File: config.mk
export PLATFORM = sky130hd
export DESIGN_NAME = demux4_buffer
export DESIGN_NICKNAME = d
export VERILOG_FILES = /design/src/rtl/demux4_buffer.sv
export SDC_FILE = /design/constraint.sdc
export NUM_CORES = 1
export LEC_CHECK = 0
export BUFFER_PORTS_ARGS = -buffer_cell sky130_fd_sc_hd__buf_4
export CAP_MARGIN = 30
export CORE_AREA = 2 2 67 56
export DETAILED_ROUTE_END_ITERATION = 7
export DIE_AREA = 0 0 69 58
export PLACE_DENSITY_LB_ADDON = 0.05
export SYNTH_ARGS = -nofsm -noshare
export SYNTH_HDL_FRONTEND = slang
export SYNTH_SLANG_ARGS = --single-unit
File: constraint.sdc
create_clock -name clock -period 1.4 [get_ports clock]
set_input_delay 0 -clock clock [delete_from_list [all_inputs] [get_ports clock]]
set_output_delay 0 -clock clock [all_outputs]
set_load 0.05 [all_outputs]
File: src/rtl/demux4_buffer.sv
// Registered 1-to-4 demultiplexer with a one-entry valid/ack buffer per output lane.
// Optional DEMUX4_AUTO_ROTATE_EN: an internal round-robin pointer replaces control as the lane select.

module demux4_buffer #(
    parameter int WIDTH = 8
) (
    input  logic             clock,
    input  logic             reset,
    input  logic [WIDTH-1:0] in_data,
    input  logic             in_valid,
    output logic             in_ready,
    input  logic [1:0]       control,
    output logic [WIDTH-1:0] out_data0,
    output logic [WIDTH-1:0] out_data1,
    output logic [WIDTH-1:0] out_data2,
    output logic [WIDTH-1:0] out_data3,
    output logic [3:0]       out_valid,
    input  logic [3:0]       out_ack,
    output logic             full,
    output logic             empty
);

    // Handshakes: a producer word moves when in_valid & in_ready are both high at a rising
    // edge; lane i's word is consumed when out_valid[i] & out_ack[i] are both high at an edge.
    // in_ready never depends on in_valid, and a lane being acked may be refilled in that cycle.

    logic [1:0]       sel;
    logic             accept;
    logic [3:0]       valid_q;
    logic [WIDTH-1:0] data_q [4];

`ifdef DEMUX4_AUTO_ROTATE_EN
    logic [1:0] ptr_q;
    logic       unused_control;

    assign unused_control = ^control;
    assign sel            = ptr_q;

    // The pointer only advances on an accepted word, so a stalled producer keeps its lane.
    always_ff @(posedge clock) begin
        if (reset) begin
            ptr_q <= 2'd0;
        end else if (accept) begin
            ptr_q <= ptr_q + 2'd1;
        end
    end
`else
    assign sel = control;
`endif

    assign in_ready = ~valid_q[sel] | out_ack[sel];
    assign accept   = in_valid & in_ready;

    always_ff @(posedge clock) begin
        if (reset) begin
            valid_q <= 4'b0000;
            for (int i = 0; i < 4; i++) begin
                data_q[i] <= '0;
            end
        end else begin
            for (int i = 0; i < 4; i++) begin
                if (accept && (sel == 2'(i))) begin
                    data_q[i]  <= in_data;
                    valid_q[i] <= 1'b1;
                end else if (out_ack[i]) begin
                    // Acking an empty lane just rewrites a zero.
                    valid_q[i] <= 1'b0;
                end
            end
        end
    end

    assign out_data0 = data_q[0];
    assign out_data1 = data_q[1];
    assign out_data2 = data_q[2];
    assign out_data3 = data_q[3];
    assign out_valid = valid_q;
    assign full      = &valid_q;
    assign empty     = ~|valid_q;

endmodule

==> impl_metrics.py <==
metrics = {
    "outcome": {
        "status": "finished clean",
    },
    "synthesis": {
        "yosysUniqueCellTypes": 22,
        "synth_compound_area_share_pct": 3.800,
        "yosys_warnings": 0,
        "ys_seq_area_share_pct": 65.87,
        "synth_top_family_by_area": "simple AND/OR/NAND/NOR gates",
        "synthAdderAreaFrac_pct": 0,
        "synthSimpleGateAreaFrac_pct": 23.83,
        "yosys-mux-area-fraction_pct": 1.425,
        "synth-seq-cells": 36,
        "synth_xor_area_share_pct": 0,
        "netlist_area_sq_um": 1580,
        "syn_inst": 116,
        "synth_nets": 133,
        "syn_area_per_cell_sq_um": 13.62,
    },
    "pwr": {
        "seqPwrFrac_pct": 52.1,
        "power.leakage_nw": 0.9065,
        "clkPwrFrac_pct": 28.8,
        "ir_drop_mv": 0.7665,
        "p_sw_w": 0.0006693,
        "p_int_w": 0.001694,
        "sw_frac_of_total_pct": 28.32,
        "combPwrFrac_pct": 19.1,
        "powerDensity_nw_per_um2": 1076,
    },
    "global_routing": {
        "grt_start_max_net_pins": 17,
        "grt_pass1_wl_microns": 5837,
        "grt-ovfl-total": 0,
        "grt_util_all_layers_pct": 19.75,
        "grt_pass1_vias": 1140,
        "antenna_found_initial": 0,
    },
    "worst_setup_path": {
        "arrival_ns": 1.38,
        "critPathKind": "reg -> out",
        "worstSetupStartpointType": "flip-flop",
        "cp-end-kind": "output port",
        "cp_max_fo": 4,
        "critical_path_required_ns": 1.40,
    },
    "detailed_routing": {
        "drt_first_pass_iters": 4,
        "drt_iter0_drc": 111,
        "drt-total-wl_microns": 3737,
        "antenna_left": 0,
        "vias_per_cell": 5.416,
        "drc_errors": 0,
        "wl_per_cell_microns": 17.06,
        "vias": 1186,
    },
    "run": {
        "max-cap-violations": 0,
    },
    "sta": {
        "setup_tns_ns": 0,
        "finalMaxSlewViolations": 0,
        "relSlewSlack_pct": 71.36,
        "post-route-period-util_pct": 98.38,
        "max_freq_mhz": 726.0,
        "clock_skew_ns": 0.002109,
        "final-setup-viol-count": 0,
        "fin_crit_ns": 1.377,
        "hold_viol": 0,
        "tightestPinTransition_ns": 0.4297,
        "rsz0062_at_grt": "no",
    },
    "finish": {
        "fin_nets": 193,
        "antenna_cells": 0,
        "areaGrowthSynthToFinish_pct": 38.96,
        "final_cell_count_no_fill": 219,
        "final_common_cell": "buf_4",
        "final_cell_mix": "62 x buf_4, 32 x edfxtp_1, 24 x nor3_1",
        "layout-drive-gt1-share_pct": 50.28,
    },
    "cts": {
        "cts_buffers": 5,
        "htree_num_levels": 2,
        "cts_root_buffer": "clkbuf_8",
        "cts_tree": "built",
        "cts_buffer_depth": 2,
        "clock_latency_ns": 0.28,
        "path_clk_slew_ns": 0.07,
        "cts_sinks": 36,
    },
    "floorplan": {
        "die_area_sq_um": 4002,
        "dieWidth_microns": 69,
        "std_cell_rows": 19,
        "initial_core_util_pct": 47.48,
        "die_h_microns": 58,
        "ios": 56,
        "core-area_sq_um": 3328,
    },
    "place": {
        "dp_hpwl_microns": 2579,
        "io_buffers": 55,
        "gp_congestion": 0.8475,
        "placed_cells": 206,
    },
    "worst_hold_path": {
        "hold_path.class": "in -> reg",
    },
}
## sequential cells by signal (all words and copies together), names as in the netlist
signal	cells
data_q	32
out_valid	4
## power by group through the flow
stage	clock network [W]	logic, W	registers (W)
after detailed placement	0	0.000430	0.00126
after global placement	0	0.000426	0.00126
after floorplan	0	0.000126	0.00143
final	0.000680	0.000452	0.00123
after global routing	0.000756	0.000472	0.00123
after CTS	0.000686	0.000444	0.00123
## per-layer routing
metal  vias up  wire length [microns]  track usage [%]
met1       567                   1576            24.83
met5         -                      0                0
met2        51                   1834            32.69
met3         8                    253            6.435
met4         0                     72            7.003
li1        560                      -                -
## worst max-delay path, stage by stage, from the launching register on
cell and delay [ns]:
dfxtp_4 0.38, nand2b_4 0.06, mux4_2 0.48, buf_8 0.17
## cells in the mapped netlist
| master | n | area (sq um) |
|---|---|---|
| edfxtp_1 | 32 | 960.9 |
| nor3_1 | 24 | 120.1 |
| nand3b_1 | 10 | 75.07 |
| nor3_2 | 8 | 80.08 |
| nand2b_1 | 6 | 37.54 |
| clkbuf_1 | 5 | 18.77 |
| a21oi_1 | 4 | 20.02 |
| a41o_1 | 4 | 40.04 |
| dfxtp_1 | 4 | 80.08 |
| nor2b_1 | 4 | 25.02 |
| buf_6 | 3 | 33.78 |
| buf_2 | 2 | 10.01 |
| and4_1 | 1 | 8.760 |
| buf_4 | 1 | 7.510 |
| inv_1 | 1 | 3.750 |
| inv_4 | 1 | 6.260 |
| mux4_2 | 1 | 22.52 |
| nand2_1 | 1 | 3.750 |
| nand3_1 | 1 | 5.000 |
| nor4_1 | 1 | 6.260 |
| or2_1 | 1 | 6.260 |
| or3b_1 | 1 | 8.760 |
## cell type report
cell class | count | area, sq um
inverter | 2 | 10.01
clock inverter | 3 | 13.76
clock buffer | 5 | 68.82
timing repair buffer | 64 | 490.5
fill | 270 | 1132
sequential | 36 | 1056
multi-input combinational | 67 | 504.2
tap | 42 | 52.55
## what timing repair did
action	in CTS	in global routing
hold endpoints to repair	4	0
hold buffers	1	0
resized for setup	8	2
pin swaps	0	0
endpoints found under the setup margin	1	1
buffers inserted	2	2
## cell families (layout without fill, tap and decap cells)
| family | Yosys count | after routing |
|---|---|---|
| AND/OR/NAND/NOR | 58 | 58 |
| multiplexers | 1 | 1 |
| buffers and inverters | 13 | 74 |
| flip-flops | 36 | 36 |
| AO/OA/AOI/OAI | 8 | 8 |
## per-stage QoR
| step | cell area, sq um | hold WS [ns] | setup slack [ns] | utilization (%) | total power (W) |
|---|---|---|---|---|---|
| after floorplan | 1600 | 0.2131 | 0.1216 | - | 0.001556 |
| after global placement | 2026 | 0.2799 | 0.2149 | 60.86 | 0.001686 |
| after detailed placement | 2026 | 0.2741 | 0.1972 | 60.86 | 0.001693 |
| after CTS | 2166 | 0.01499 | 0.001632 | 65.08 | 0.002363 |
| after global routing | 2196 | 0.01838 | 0.0003265 | 65.98 | 0.002463 |
| final | 2196 | 0.01699 | 0.02263 | 65.98 | 0.002363 |
## worst paths after layout
kind / slack [ns] / startpoint / cells after the start / endpoint
worst min-delay path: 0.02 / out_ack[2] / 3 / out_valid[2]
worst max register to register: 0.21 / out_valid[3] / 4 / data_q[3][6]
worst min register to register: 0.52 / out_valid[2] / 2 / out_valid[2]
worst max-delay path: 0.02 / out_valid[1] / 3 / in_ready
Note: power is estimated with default switching activity, not from simulation.
